===== config.mk =====
export PLATFORM = sky130hd
export DESIGN_NAME = dac_feed_ctrl_flat
export DESIGN_NICKNAME = d
export VERILOG_FILES = /design/src/rtl/dac_feed_ctrl_if.sv /design/src/rtl/dac_feed_ctrl.sv /design/src/flat_wrapper.sv
export SDC_FILE = /design/constraint.sdc
export NUM_CORES = 1
export LEC_CHECK = 0
export ABC_AREA = 1
export CAP_MARGIN = 20
export CORE_MARGIN = 5
export CORE_UTILIZATION = 45
export DETAILED_ROUTE_END_ITERATION = 8
export HOLD_SLACK_MARGIN = 0.06
export PLACE_DENSITY = 0.67
export SYNTH_ARGS = -nofsm -noshare
export SYNTH_HDL_FRONTEND = slang
export SYNTH_SLANG_ARGS = --single-unit

===== constraint.sdc =====
create_clock -name m_clk -period 9.9 [get_ports m_clk]
set_input_delay 2.475 -clock m_clk [delete_from_list [all_inputs] [get_ports m_clk]]
set_output_delay 2.475 -clock m_clk [all_outputs]
set_load 0.02 [all_outputs]

===== src/rtl/dac_feed_ctrl_if.sv =====
// dac_feed_ctrl_if: sample, strobe, config and status signals between processor side and DAC feed controller
interface dac_feed_ctrl_if;
    logic signed [23:0] din;
    logic               din_en;
    logic               rclk_tick;
    logic               cfg_req;
    logic               cfg_isi;
    logic               cfg_mis;
    logic               mute_req;
    logic signed [23:0] dout;
    logic               isi_sel;
    logic               mis_sel;
    logic               busy;
    logic               underrun;
    modport master (
        output din, din_en, rclk_tick, cfg_req, cfg_isi, cfg_mis, mute_req,
        input  dout, isi_sel, mis_sel, busy, underrun
    );
    modport slave (
        input  din, din_en, rclk_tick, cfg_req, cfg_isi, cfg_mis, mute_req,
        output dout, isi_sel, mis_sel, busy, underrun
    );
endinterface


===== src/rtl/dac_feed_ctrl.sv =====
// dac_feed_ctrl: DAC sample feed with gain-ramped soft mute and click-free mode-select switching
module dac_feed_ctrl #(
    parameter logic [8:0] GAIN_STEP = 9'd1,
    parameter int         HOLD_CNT  = 16,
    parameter logic       DEF_ISI   = 1'b0,
    parameter logic       DEF_MIS   = 1'b0
) (
    input logic            m_clk,
    input logic            rst_n,
    dac_feed_ctrl_if.slave bus
);
    typedef enum logic [2:0] {RUN, RAMP_DN, HOLD, SWITCH, MUTED, RAMP_UP} state_t;
    state_t             state;
    logic [8:0]         gain, gain_up, gain_dn, gain_tk;
    logic [9:0]         up_sum;
    logic signed [23:0] held, last_smp, smp;
    logic signed [33:0] prod;
    logic [7:0]         hold_cnt;
    logic               valid, diff, take_cfg, pend_isi, pend_mis;
    // gain_tk is the gain after this cycle's tick; transitions are decided on it
    always_comb begin
        up_sum   = {1'b0, gain} + {1'b0, GAIN_STEP};
        gain_up  = up_sum >= 10'd256 ? 9'd256 : up_sum[8:0];
        gain_dn  = gain <= GAIN_STEP ? 9'd0 : gain - GAIN_STEP;
        gain_tk  = !bus.rclk_tick ? gain :
                   state == RUN     ? 9'd256 :
                   state == RAMP_DN ? gain_dn :
                   state == RAMP_UP ? gain_up : 9'd0;
        smp      = bus.din_en ? bus.din : valid ? held : last_smp;
        prod     = $signed({{10{smp[23]}}, smp}) * $signed({25'd0, gain});
        diff     = bus.cfg_req && {bus.cfg_isi, bus.cfg_mis} != {bus.isi_sel, bus.mis_sel};
        take_cfg = state inside {RAMP_DN, HOLD, SWITCH} ? bus.cfg_req : diff;
    end
    always_ff @(posedge m_clk or negedge rst_n) begin
        if (!rst_n) begin
            state        <= RAMP_UP;
            gain         <= '0;
            held         <= '0;
            last_smp     <= '0;
            valid        <= 1'b0;
            hold_cnt     <= '0;
            pend_isi     <= DEF_ISI;
            pend_mis     <= DEF_MIS;
            bus.dout     <= '0;
            bus.isi_sel  <= DEF_ISI;
            bus.mis_sel  <= DEF_MIS;
            bus.busy     <= 1'b1;
            bus.underrun <= 1'b0;
        end else begin
            bus.underrun <= bus.rclk_tick && !bus.din_en && !valid;
            if (bus.rclk_tick) begin
                valid    <= 1'b0;
                last_smp <= smp;
                bus.dout <= 24'(prod >>> 8);
                gain     <= gain_tk;
            end else if (bus.din_en) begin
                held  <= bus.din;
                valid <= 1'b1;
            end
            if (take_cfg)
                {pend_isi, pend_mis} <= {bus.cfg_isi, bus.cfg_mis};
            case (state)
                RUN: if (diff || bus.mute_req) begin
                    state    <= RAMP_DN;
                    bus.busy <= 1'b1;
                end
                RAMP_DN: if (gain_tk == 9'd0) begin
                    state    <= HOLD;
                    hold_cnt <= '0;
                end
                HOLD: if (bus.rclk_tick) begin
                    hold_cnt <= hold_cnt + 8'd1;
                    if (hold_cnt == 8'(HOLD_CNT - 1))
                        state <= SWITCH;
                end
                // gain is zero here, so the selects may move
                SWITCH: begin
                    {bus.isi_sel, bus.mis_sel} <= bus.cfg_req ? {bus.cfg_isi, bus.cfg_mis} : {pend_isi, pend_mis};
                    state <= bus.mute_req ? MUTED : RAMP_UP;
                end
                MUTED: if (diff) begin
                    state    <= HOLD;
                    hold_cnt <= '0;
                end else if (!bus.mute_req)
                    state <= RAMP_UP;
                RAMP_UP: if (diff || bus.mute_req)
                    state <= RAMP_DN;
                else if (gain_tk == 9'd256) begin
                    state    <= RUN;
                    bus.busy <= 1'b0;
                end
                default: state <= RAMP_UP;
            endcase
        end
    end
endmodule


===== src/flat_wrapper.sv =====
// flat-port wrapper written by rule: the top's interface ports become plain ports
module dac_feed_ctrl_flat 
#(
    parameter logic [8:0] GAIN_STEP = 9'd1,
    parameter int         HOLD_CNT  = 16,
    parameter logic       DEF_ISI   = 1'b0,
    parameter logic       DEF_MIS   = 1'b0
)
  (m_clk, rst_n, bus_din, bus_din_en, bus_rclk_tick, bus_cfg_req, bus_cfg_isi, bus_cfg_mis, bus_mute_req, bus_dout, bus_isi_sel, bus_mis_sel, bus_busy, bus_underrun);
  dac_feed_ctrl_if bus_i ();
  input logic m_clk;
  input logic rst_n;
  input wire logic [$bits(bus_i.din)-1:0] bus_din;
  input wire logic [$bits(bus_i.din_en)-1:0] bus_din_en;
  input wire logic [$bits(bus_i.rclk_tick)-1:0] bus_rclk_tick;
  input wire logic [$bits(bus_i.cfg_req)-1:0] bus_cfg_req;
  input wire logic [$bits(bus_i.cfg_isi)-1:0] bus_cfg_isi;
  input wire logic [$bits(bus_i.cfg_mis)-1:0] bus_cfg_mis;
  input wire logic [$bits(bus_i.mute_req)-1:0] bus_mute_req;
  output wire logic [$bits(bus_i.dout)-1:0] bus_dout;
  output wire logic [$bits(bus_i.isi_sel)-1:0] bus_isi_sel;
  output wire logic [$bits(bus_i.mis_sel)-1:0] bus_mis_sel;
  output wire logic [$bits(bus_i.busy)-1:0] bus_busy;
  output wire logic [$bits(bus_i.underrun)-1:0] bus_underrun;
  assign bus_i.din = bus_din;
  assign bus_i.din_en = bus_din_en;
  assign bus_i.rclk_tick = bus_rclk_tick;
  assign bus_i.cfg_req = bus_cfg_req;
  assign bus_i.cfg_isi = bus_cfg_isi;
  assign bus_i.cfg_mis = bus_cfg_mis;
  assign bus_i.mute_req = bus_mute_req;
  assign bus_dout = bus_i.dout;
  assign bus_isi_sel = bus_i.isi_sel;
  assign bus_mis_sel = bus_i.mis_sel;
  assign bus_busy = bus_i.busy;
  assign bus_underrun = bus_i.underrun;
  dac_feed_ctrl #(.GAIN_STEP(GAIN_STEP), .HOLD_CNT(HOLD_CNT), .DEF_ISI(DEF_ISI), .DEF_MIS(DEF_MIS)) u_core (.m_clk(m_clk), .rst_n(rst_n), .bus(bus_i));
endmodule

==> metrics.md <==
| Metric | Value |
|---|---|
| Diode count | 0 |
| ANT nets after route | 0 |
| Max Cap Viol | 0 |
| Clock buffer count from CTS | 9 |
| Number of global-route vias before repair | 10600 |
| Reg clk slew, reported paths | ~0.08 ns |
| Site Rows | 60 |
| Post-Syn Nets | ~1900 |
| Die W | between 150 and 200 um |
| Final setup viols | 0 |
| GR Overflow Total | 0 |
| Layout cell share with drive strength beyond 1 | under 10% |
| Detailed placement HPWL | roughly 27000 um |
| Mapped Cells | 1588 |
| Worst Path Max Fanout | between 40 and 50 |
| # hold bufs at CTS | 0 |
| Post-CTS Setup Repair Bufs | 0 |
| RSZ-0062 raised after global routing | no |
| Max-slew headroom | approximately 31% |
| DRC | 0 |
| Yosys warns | 0 |
| Antenna violations before repair | 0 |
| Initial Utilization | between 40% and 50% |
| Die Y | between 150 and 200 um |
| F_max | 112 MHz |
| CTS tree | built |
| Setup tns final | 0 ns |
| Kind of critical path | in -> reg |
| Clk root buf | clkbuf_16 |
| Layout net count | roughly 1900 |
| Core box area | between 20000 and 30000 um^2 |
| Syn Area/Cell | 7.77 um^2 |
| FILL cells | roughly 2600 |
| CP required | slightly above 10 ns |
| Pre-antenna DRT Iters | 5 |
| Slew Viols, Final | 0 |
| Worst EP arrival | approximately 9.2 ns |
| Yosys cell types | between 40 and 50 |
| Asr flop ratio synth | 100% |
| Outcome | completed |
| Avg WL per Cell | about 17 um |
| HP Class | reg -> reg |
| Worst-skew pair later-pin latency | approximately 0.36 ns |
| EDFF count, synth | 0 |
| Syn Std Cell Area | ~12000 um^2 |
| Synthesis-to-finish area growth | 10.3% |
| Multi-input gate area in the final layout | between 8000 and 9000 um^2 |
| Sequential cell area fraction in the yosys report | approximately a fifth |
| Die ar. | about 30000 um^2 |
| Post-route minimum period | 8.92 ns |
| Period Utilization, post-route | ~90% |
| CTS resizes | 0 |
| Worst slew pin tran | slightly above 1 ns |
| Post-Route WL | 33600 um |
| CP endpoint kind | flip-flop |
| Most common cell after layout, fill and taps aside | nand2_1 |
| Gr usage total | 22.7% |
| Register area | roughly 2500 um^2 |
| Pin count of the biggest net entering global routing | 62 |
| Clock Path Buffers | 2 |
| Port bufs | 59 |
| DRT iter0 DRCs | 727 |
| Vias/cell | roughly 5.3 |
| Sink Count | between 90 and 100 |
| Top_reg_cell synth | dfrtp_1 |
| H-tree depth | 3 |
| I/O Pins | 60 |
| CP Launch Type | input port |
| Final setup skew | approximately 0.016 ns |
| RD Place Congestion | just over 0.9 |
| Most frequent cells in the layout | nand2_1 (399), inv_1 (264), nor2_1 (179), fa_1 (170), dfrtp_1 (96) |
| Vias | a little over 10000 |
| Yosys reg bits | between 90 and 100 |
| Final Hold Vio Count | 0 |
| First-pass GRT wire length | 56100 um |
[critical path: stages]
cell	delay (ns)
clkdlybuf4s50_1	0.52
inv_2	0.29
o21ai_0	0.89
inv_1	0.31
nand2_1	0.19
fa_1	0.44
inv_1	0.09
fa_1	0.44
fa_1	0.52
fa_1	0.53
inv_1	0.06
fa_1	0.48
inv_1	0.04
ha_1	0.38
a21oi_1	0.28
o21a_1	0.19
nor3_1	0.06
nor4_1	0.46
nand2_1	0.18
nand2_1	0.11
nand3_1	0.07
nand3_1	0.09
nand2_1	0.05
[through the flow]
stage / std cells / util [%] / hold WS, ns / setup WS [ns] / instance area (um^2)
after global routing: 1976 / 50.5 / 0.505 / 0.466 / 13600
after floorplan: 1588 / - / 0.453 / 2.24 / 12300
final: 1976 / 50.5 / 0.484 / 0.979 / 13600
after CTS: 1975 / 50.4 / 0.487 / 1.04 / 13600
after detailed placement: 1959 / 49.3 / 0.464 / 0.681 / 13300
after global placement: 1959 / 49.3 / 0.466 / 0.746 / 13300
[sequential cells by signal (all words and copies together), names as in the netlist]
register,flops
u_core.bus.busy,1
u_core.bus.dout,24
u_core.bus.isi_sel,1
u_core.bus.mis_sel,1
u_core.bus.underrun,1
u_core.gain,9
u_core.held,24
u_core.hold_cnt,8
u_core.last_smp,24
u_core.pend_isi,1
u_core.pend_mis,1
u_core.state,3
u_core.valid,1
[cell usage after synthesis, types with 5 or more instances]
master | n | area (um^2)
o21ai_1 | 13 | 65.1
buf_6 | 5 | 56.3
fa_1 | 170 | 3400
buf_1 | 6 | 22.5
nor2_1 | 179 | 672
nand2_1 | 399 | 1500
nand4_1 | 13 | 81.3
xor2_1 | 11 | 96.3
inv_2 | 12 | 45.0
a21oi_1 | 44 | 220
mux2_2 | 24 | 270
inv_1 | 264 | 991
ha_1 | 70 | 876
o21ai_0 | 67 | 335
nor3_1 | 11 | 55.1
clkbuf_1 | 36 | 135
nand3_1 | 80 | 400
nor2_2 | 6 | 37.5
xnor2_1 | 16 | 140
dfrtp_1 | 96 | 2400
a31oi_1 | 10 | 62.6
nand2_2 | 7 | 43.8
[cell type report]
class / instances / share of cell area, %
timing repair buffer: 83 / 5.79
tap: 341 / 3.14
sequential: 99 / 18.2
multi-input combinational: 1157 / 62.9
inverter: 280 / 7.74
clock inverter: 6 / 0.542
clock buffer: 10 / 1.68
[cells by family after synthesis]
family | after synthesis | synth area share [%]
xor+xnor | 27 | 1.92
compound gates | 155 | 6.92
buf+inv | 332 | 10.5
flops | 99 | 20.1
mux | 24 | 2.19
fa+ha+maj | 240 | 34.7
simple gates | 711 | 23.7
[path summary, 6_finish.rpt]
check	slack [ns]	start	end	depth (start not counted)
hold / removal	0.48	u_core.bus.dout[18]	u_core.bus.dout[18]	2
hold reg to reg	0.48	u_core.bus.dout[18]	u_core.bus.dout[18]	2
min in group asynchronous	2.08	rst_n	u_core.hold_cnt[5]	1
setup reg to reg	3.21	u_core.valid	u_core.bus.dout[18]	25
max in group asynchronous	6.60	rst_n	u_core.held[12]	2
setup / recovery	0.98	bus_din_en	u_core.bus.dout[18]	23
[routing by layer]
layer	share of wire, %	global-route usage, %
met1	46	32.4
met2	46	36.2
met3	5.9	3.77
met4	2.3	6.01
met5	0	0
Power is left out: the tool's default activity adds up to more than one toggle a clock period on the data nets, which glitch-free logic cannot reach.
